**src/rtl/spi_regbank_pkg.sv**
```systemverilog
// spi_regbank_pkg: shared FSM states, opcodes and frame geometry helper
package spi_regbank_pkg;

    typedef enum logic [2:0] {IDLE, CMD, ADDR, WDATA, RDATA, DONE} state_t;

    localparam logic WRITE = 1'b1;
    localparam logic READ  = 1'b0;

    function automatic int frame_len(input int addr_w, input int data_w);
        return 1 + addr_w + data_w;
    endfunction

endpackage

```
**src/rtl/spi_regbank_rw_sync.sv**
```systemverilog
// spi_sync_edge: multi-flop synchroniser with registered edge strobes
module spi_sync_edge #(
    parameter int   SYNC_STAGES = 2,
    parameter logic RESET_VAL   = 1'b0
) (
    input  logic clk,
    input  logic rst,
    input  logic d,
    output logic q,
    output logic rise,
    output logic fall
);
    logic [SYNC_STAGES-1:0] sync;
    logic                   prev;

    assign q = sync[SYNC_STAGES-1];

    // shift the pin through the synchroniser and flag edges of its output
    always_ff @(posedge clk or posedge rst) begin
        if (rst) begin
            sync <= {SYNC_STAGES{RESET_VAL}};
            prev <= RESET_VAL;
            rise <= 1'b0;
            fall <= 1'b0;
        end else begin
            sync <= {sync[SYNC_STAGES-2:0], d};
            prev <= q;
            rise <= q & ~prev;
            fall <= ~q & prev;
        end
    end
endmodule

```
**src/rtl/spi_regbank_rw.sv**
```systemverilog
// spi_regbank_rw: SPI mode-0 peripheral with read/write access to a register bank
module spi_regbank_rw
    import spi_regbank_pkg::*;
#(
    parameter int NUM_REGS    = 5,
    parameter int ADDR_W      = 7,
    parameter int DATA_W      = 8,
    parameter int SYNC_STAGES = 2
) (
    input  logic                       clk,
    input  logic                       rst,
    input  logic                       sclk,
    input  logic                       ncs,
    input  logic                       copi,
    output logic                       cipo,
    output logic                       cipo_oe,
    output logic [NUM_REGS*DATA_W-1:0] regs_flat,
    output logic [NUM_REGS-1:0]        wr_pulse,
    output logic                       frame_err
);
    localparam int FL = frame_len(ADDR_W, DATA_W);
    localparam int CW = $clog2(FL + 1);
    localparam int SW = ADDR_W > DATA_W ? ADDR_W : DATA_W;

    state_t            state, state_n;
    logic              sclk_q, sclk_rise, sclk_fall;
    logic              ncs_q, ncs_rise, ncs_fall;
    logic              copi_q, copi_rise, copi_fall;
    logic              unused_ok;
    logic [CW-1:0]     cnt;
    logic [SW-1:0]     sh, sh_n;
    logic [DATA_W-1:0] sout, rd_data;
    logic [ADDR_W-1:0] addr;
    logic              rw, overrun, addr_ok, commit, last_addr, last_bit;

    spi_sync_edge #(.SYNC_STAGES(SYNC_STAGES), .RESET_VAL(1'b0)) u_sclk (
        .clk(clk), .rst(rst), .d(sclk), .q(sclk_q), .rise(sclk_rise), .fall(sclk_fall));
    spi_sync_edge #(.SYNC_STAGES(SYNC_STAGES), .RESET_VAL(1'b1)) u_ncs (
        .clk(clk), .rst(rst), .d(ncs), .q(ncs_q), .rise(ncs_rise), .fall(ncs_fall));
    spi_sync_edge #(.SYNC_STAGES(SYNC_STAGES), .RESET_VAL(1'b0)) u_copi (
        .clk(clk), .rst(rst), .d(copi), .q(copi_q), .rise(copi_rise), .fall(copi_fall));

    assign unused_ok = ^{sclk_q, ncs_q, copi_rise, copi_fall};
    assign sh_n      = {sh[SW-2:0], copi_q};
    assign last_addr = cnt == CW'(ADDR_W);
    assign last_bit  = cnt == CW'(FL - 1);
    assign addr_ok   = {1'b0, addr} < (ADDR_W + 1)'(NUM_REGS);
    assign commit    = ncs_rise && state == DONE && !overrun && rw == WRITE && addr_ok;

    // read mux on the address being completed; unimplemented addresses read 0
    always_comb begin
        rd_data = '0;
        for (int i = 0; i < NUM_REGS; i++)
            if (sh_n[ADDR_W-1:0] == ADDR_W'(i)) rd_data = regs_flat[i*DATA_W +: DATA_W];
    end

    // frame state register
    always_ff @(posedge clk or posedge rst) begin
        if (rst) state <= IDLE;
        else     state <= state_n;
    end

    // chip-select edges override everything; SCLK rises advance the frame
    always_comb begin
        state_n = state;
        if (ncs_rise) state_n = IDLE;
        else if (ncs_fall) state_n = CMD;
        else if (sclk_rise)
            case (state)
                CMD:          state_n = ADDR;
                ADDR:         if (last_addr) state_n = rw == WRITE ? WDATA : RDATA;
                WDATA, RDATA: if (last_bit) state_n = DONE;
                default:      ;
            endcase
    end

    // shift registers, bit counter, CIPO driver and commit into the register bank
    always_ff @(posedge clk or posedge rst) begin
        if (rst) begin
            cnt       <= '0;
            sh        <= '0;
            sout      <= '0;
            addr      <= '0;
            rw        <= 1'b0;
            overrun   <= 1'b0;
            cipo      <= 1'b0;
            cipo_oe   <= 1'b0;
            regs_flat <= '0;
            wr_pulse  <= '0;
            frame_err <= 1'b0;
        end else begin
            wr_pulse  <= '0;
            frame_err <= 1'b0;
            if (state != RDATA) cipo <= 1'b0;
            if (ncs_fall) begin
                cnt     <= '0;
                sh      <= '0;
                overrun <= 1'b0;
                cipo_oe <= 1'b1;
            end else if (ncs_rise) begin
                cipo_oe <= 1'b0;
                if (state != IDLE) frame_err <= state != DONE || overrun || !addr_ok;
                for (int i = 0; i < NUM_REGS; i++)
                    if (commit && addr == ADDR_W'(i)) begin
                        regs_flat[i*DATA_W +: DATA_W] <= sh[DATA_W-1:0];
                        wr_pulse[i]                   <= 1'b1;
                    end
            end else if (sclk_rise && state != IDLE) begin
                if (state == DONE) overrun <= 1'b1;
                else begin
                    cnt <= cnt + 1'b1;
                    sh  <= sh_n;
                end
                if (state == CMD) rw <= copi_q;
                if (state == ADDR && last_addr) begin
                    addr <= sh_n[ADDR_W-1:0];
                    sout <= rd_data;
                end
            end else if (sclk_fall && state == RDATA) begin
                cipo <= sout[DATA_W-1];
                sout <= {sout[DATA_W-2:0], 1'b0};
            end
        end
    end
endmodule
```
**config.mk**
```make
export PLATFORM = sky130hd
export DESIGN_NAME = spi_regbank_rw
export DESIGN_NICKNAME = d
export VERILOG_FILES = /design/src/rtl/spi_regbank_pkg.sv /design/src/rtl/spi_regbank_rw_sync.sv /design/src/rtl/spi_regbank_rw.sv
export SDC_FILE = /design/constraint.sdc
export NUM_CORES = 1
export LEC_CHECK = 0
export CAP_MARGIN = 20
export CORE_ASPECT_RATIO = 0.5
export CORE_MARGIN = 3
export CORE_UTILIZATION = 50
export DETAILED_ROUTE_END_ITERATION = 10
export PLACE_DENSITY = 0.76
export SYNTH_ARGS = -nofsm -noshare
export SYNTH_HDL_FRONTEND = slang
export SYNTH_SLANG_ARGS = --single-unit
```
**constraint.sdc**
```tcl
create_clock -name clk -period 2.98 [get_ports clk]
set_input_delay 0.596 -clock clk [delete_from_list [all_inputs] [get_ports clk]]
set_output_delay 0.596 -clock clk [all_outputs]
set_load 0.1 [all_outputs]
```
==> results.yml, run 1 <==
outcome:
  outcome: "finished, final reports clean"
sta:
  finalHoldViolCount: 0
  max_freq_mhz: 382.7
  slew-limit-headroom_pct: 56.46
  skew_ns: 0.008186
  rsz0062_at_grt: "no"
  period_minus_slack_ns: 2.613
  tightest_slew_ns: 0.6517
  setup-tns-final_ns: 0
  finalCritPeriodShare_pct: 87.69
  finalSetupViolCount: 0
  setup_ws_ns: 0.3669
  slew_violations: 0
min_path:
  holdPathEnd: "u_ncs.sync[1]"
  hp-start: "u_ncs.sync[0]"
  min_path_type: "flip-flop to flip-flop"
  holdPathStages: 0
placed_design:
  placedCellCount: 487
  pre_cts_slack_ns: 0.3652
  place.gp.congestion: 0.8412
  placed_cell_area_um2: 4747
  portBuffers: 52
  dp_hpwl_um: 6535
logic_synthesis:
  yosys_warnings: 0
  ys_seq_area_share_pct: 55.96
  synth_cell_types: 47
  syn_area_per_cell_um2: 12.62
  synth_edf_count: 0
  synth-main-ff-cell: "dfrtp_1"
  synth_nets: 337
  synth_top_area_share_pct: 54.07
  synth_cells: 330
  synth_area_leader_cell: "dfrtp_1"
  ys_ff_latch: 93
  synth_area_um2: 4165
  ys_top_cells_by_area: "dfrtp_1 54%, mux2_2 11%, mux2i_1 6.2%"
  async_reset_ff_share_pct: 100.0
critical_path:
  crit_path_start_kind: "flip-flop"
  r2r-end: "regs_flat[16]"
  cp_max_fo: 8
  rr_worst_depth: 5
  r2r-start: "addr[5]"
  worstPathRequired_ns: 3.20
  ff2ff_setup_slack_ns: 0.37
  endpoint_kind: "flip-flop"
  crit_arrival_ns: 2.84
  path_class: "flip-flop to flip-flop"
grt:
  grt_use_total_pct: 20.97
  busiest_layer: "met2"
  met2_usage_pct: 34.20
  grt_max_degree: 55
  grt_pass1_wl_um: 15510
  first_global_vias: 2981
  use_met3_pct: 6.676
  antenna_found_initial: 0
  use_met1_pct: 27.63
  grt-ovfl-total: 0
clock_tree:
  cts_tree: "yes"
  clock_path_buffers: 2
  clock_sinks: 93
  clk_pin_slew_ns: 0.06
  clk_latency_ns: 0.34
  htree_levels: 3
  postCtsResizedCells: 0
  hold_buffers: 0
  root_buffer: "clkbuf_16"
  numCtsBuffers: 9
  post_cts.repair.setup_buffers: 0
detailed_routing:
  drt_wl_total_um: 9251
  avgViaCountPerCell: 5.690
  dr.pass1.iters: 4
  wl_per_cell_um: 18.39
  vias: 2862
  ant_nets: 0
  drt_iter0_markers: 185
  drc_errors: 0
finish:
  fin_nets: 397
  area_growth_syn_to_layout_pct: 21.57
  layout_common_cells: "90 x dfrtp_1, 63 x buf_4, 40 x mux2_2"
  final_cells: 503
  fin_area_um2: 5064
  diodes: 0
  layout_commonest_cell: "dfrtp_1"
  drive_above_1_share_pct: 35.95
pwr:
  pwr_density_cell_nw_per_um2: 529.0
  leakagePower_nw: 2.488
  vdd_ir_drop_max_uv: 332.9
floorplanning:
  num_rows: 22
  core_area_um2: 7707
  die_y_um: 70.54
  ios: 53
  die_w_um: 135.1
  die-area_um2: 9528
  initial_core_util_pct: 54.04
job:
  max_cap_viol_count: 0
## registers in the layout, summed over array words and instances, names as in the netlist, 3 cells and up
name       flops
regs_flat     40
sh             8
sout           8
addr           7
cnt            5
wr_pulse       5
state          3
## critical path, stage by stage (launching register included)
cell	delay (ns)
dfrtp_1	0.37
or4_1	0.54
or4_1	0.56
buf_4	0.21
nor4_4	0.42
mux2_2	0.40
## how the worst max path moves through the flow
stage                  from       endpoint  slack, ns  cells past startpoint
finish              addr[5]  regs_flat[16]       0.37                      5
detailed placement  addr[5]  regs_flat[22]       0.37                      5
global placement    addr[5]  regs_flat[16]       0.42                      5
CTS                 addr[5]  regs_flat[16]       0.37                      5
global route        addr[5]  regs_flat[18]       0.29                      5
floorplan           addr[5]  regs_flat[35]       0.43                      6
## cell families after synthesis
logic type	share of synthesized area [%]
flops	55.96
xor+xnor	0.8410
buf+inv	3.154
simple gates	11.35
fa+ha+maj	0.6007
mux	19.95
compound gates	8.140
## metrics by stage
step / hold WS [ns] / total power [W] / utilization [%]
floorplan: 0.3312 / 0.001449 / -
global route: 0.3632 / 0.002785 / 65.70
finish: 0.3557 / 0.002679 / 65.70
global placement: 0.3326 / 0.001495 / 61.59
CTS: 0.3575 / 0.002705 / 65.70
detailed placement: 0.3462 / 0.001501 / 61.59
## layout make-up
type / count / area [µm²]
Inverter: 11 / 45.04
Tap cell: 108 / 135.1
Fill cell: 573 / 2644
Sequential cell: 93 / 2331
Clock buffer: 10 / 229.0
Timing Repair Buffer: 68 / 533.0
Multi-Input combinational cell: 207 / 1703
Clock inverter: 6 / 87.58
## synthesized netlist by cell type (6+ instances only)
master     count
nor3_1         6
nand2_1       11
mux2_2        40
buf_1          6
mux2_4         8
o21ai_0       11
nor2b_1        6
clkbuf_1       8
dfrtp_1       90
a211oi_1       7
o2bb2ai_1      6
inv_1         10
a31oi_1        8
mux2i_1       26
nor2_1        22
## routing by layer
| layer | part of all wire, % | vias to the layer above |
|---|---|---|
| li1 | - | 1325 |
| met5 | 0 | - |
| met4 | 0.96 | 0 |
| met1 | 45 | 1455 |
| met3 | 5.6 | 9 |
| met2 | 49 | 73 |
## report_power, final
part	internal (W)	total (W)	leakage [nW]	switching, W
registers	0.00129	0.00132	1.27	0.0000264
logic	0.0000571	0.000162	1.08	0.000105
clock network	0.000733	0.00120	0.145	0.000469
Note: power is estimated with default switching activity, not from simulation.
==> inputs of run 2 (changes only) <==
- GPL_TIMING_DRIVEN: unset -> 1
- SKIP_CTS_REPAIR_TIMING: unset -> 1
==> results of run 2 <==
Final layout, timing and power as in run 1 (identical DEF).
==> inputs of run 3 (changes only) <==
- CORE_UTILIZATION: 50 -> 46
- GPL_ROUTABILITY_DRIVEN: unset -> 1
- PLACE_DENSITY: 0.76 -> 0.71
==> run 3 against run 2 <==
Compared with the run above: combinational power hardly changed; clock power hardly changed; worst setup slack worse by 0.053 ns; clock skew hardly changed; cell area hardly changed.
==> results.yml, run 3 (synthesis results as in run 1) <==
critical_path:
  worstPathRequired_ns: 3.20
  path_class: "flip-flop to flip-flop"
  crit_arrival_ns: 2.89
  ff2ff_setup_slack_ns: 0.31
  path_cells: "or4_1, or4_1, or4b_4, mux2_4"
  endpoint_kind: "flip-flop"
  cp_slowest_cell: "or4b_4"
  crit_path_start_kind: "flip-flop"
  cpPeakStageDelay_ns: 0.66
  cp_common_cell: "or4_1"
  cp_max_fo: 9
sta:
  setup-tns-final_ns: 0
  tightest_slew_ns: 0.7817
  finalCritPeriodShare_pct: 89.45
  slew_violations: 0
  max_freq_mhz: 375.1
  period_minus_slack_ns: 2.666
  setup_ws_ns: 0.3144
  rsz0062_at_grt: "no"
  skew_ns: 0.007787
  finalHoldViolCount: 0
  slew-limit-headroom_pct: 47.88
  finalSetupViolCount: 0
pwr:
  p_seq_share_pct: 48.9
  internal_power_w: 0.002101
  combPwrFrac_pct: 5.9
  switchingPower_w: 0.0005960
  swShare_pct: 22.10
  clock_power_share_pct: 45.2
  pwr_density_cell_nw_per_um2: 532.8
  vdd_ir_drop_max_uv: 279.3
  leakagePower_nw: 2.492
detailed_routing:
  drc_errors: 0
  dr.pass1.iters: 4
  drt_iter0_markers: 183
  vias: 2864
  wl_per_cell_um: 18.50
  avgViaCountPerCell: 5.671
  ant_nets: 0
  drt_wl_total_um: 9345
placed_design:
  portBuffers: 52
  dp_hpwl_um: 6464
  pre_cts_slack_ns: 0.3337
  place.gp.congestion: 0.8382
job:
  max_cap_viol_count: 0
finish:
  largest_reg_flops: 40
  area_growth_syn_to_layout_pct: 21.54
  multi_input_area_um2: 1703
  diodes: 0
  seq_area_um2: 2331
  top_regs: "regs_flat x40, sh x8, sout x8"
  layout_common_cells: "90 x dfrtp_1, 61 x buf_4, 40 x mux2_2"
  layout_commonest_cell: "dfrtp_1"
  nFillCells: 691
  top_register: "regs_flat"
  fin_nets: 395
  drive_above_1_share_pct: 35.88
clock_tree:
  root_buffer: "clkbuf_16"
  clock_sinks: 93
  cts_tree: "yes"
  htree_levels: 3
  clk_latency_ns: 0.34
  numCtsBuffers: 9
  clock_path_buffers: 2
  clk_pin_slew_ns: 0.06
floorplanning:
  die_y_um: 73.29
  core_area_um2: 8403
  die-area_um2: 10300
  ios: 53
  num_rows: 23
  die_w_um: 140.6
  initial_core_util_pct: 49.57
grt:
  grt_pass1_wl_um: 15520
  grt_use_total_pct: 19.56
  antenna_found_initial: 0
  grt_max_degree: 94
  grt-ovfl-total: 0
  first_global_vias: 2959
min_path:
  min_path_type: "flip-flop to flip-flop"
outcome:
  outcome: "finished, final reports clean"
-- run 3: critical path, delay by kind of cell (launching register included) --
family	cells	cell delay, ns
AND/OR/NAND/NOR	3	1.82
flip-flops	1	0.37
multiplexers	1	0.34
-- run 3: path summary, 6_finish.rpt --
kind	cells past startpoint	end	start
setup / recovery	4	regs_flat[39]	addr[5]
hold / removal	0	u_sclk.sync[1]	u_sclk.sync[0]
setup reg to reg	4	regs_flat[39]	addr[5]
hold reg to reg	0	u_sclk.sync[1]	u_sclk.sync[0]
max in group asynchronous	3	u_ncs.prev	rst
min in group asynchronous	3	regs_flat[5]	rst
-- run 3: final cells by class --
| class | count | area share (%) |
|---|---|---|
| multi-input cells | 207 | 33.64 |
| inverters | 11 | 0.8898 |
| flip-flops and latches | 93 | 46.05 |
| repair buffers | 66 | 10.23 |
| clock buffers | 10 | 4.721 |
| clock inverters | 6 | 1.705 |
| well taps | 112 | 2.768 |
-- run 3: metrics by stage --
step / utilization (%) / cells / hold slack (ns) / cell area, µm² / total power, W
4_1_cts: 60.24 / 505 / 0.3501 / 5062 / 0.002727
3_5_place_dp: 56.37 / 489 / 0.3355 / 4737 / 0.001501
2_1_floorplan: - / 330 / 0.3312 / 4169 / 0.001449
6_report: 60.24 / 505 / 0.3492 / 5062 / 0.002697
3_3_place_gp: 56.37 / 489 / 0.3333 / 4737 / 0.001496
5_1_grt: 60.24 / 505 / 0.3593 / 5062 / 0.002794
-- run 3: power groups by stage --
stage | combinational [W] | sequential [W] | clock [W]
after global routing | 0.000175 | 0.00132 | 0.00130
after floorplan | 0.000104 | 0.00134 | 0
after global placement | 0.000155 | 0.00134 | 0
after CTS | 0.000160 | 0.00132 | 0.00125
after detailed placement | 0.000160 | 0.00134 | 0
final | 0.000159 | 0.00132 | 0.00122
-- run 3: per-layer routing --
| metal | wire (µm) | GRT usage, % | vias to the layer above |
|---|---|---|---|
| li1 | - | - | 1323 |
| met1 | 4283 | 25.97 | 1451 |
| met2 | 4423 | 31.73 | 80 |
| met3 | 533 | 5.202 | 10 |
| met4 | 106 | 6.660 | 0 |
| met5 | 0 | 0 | - |
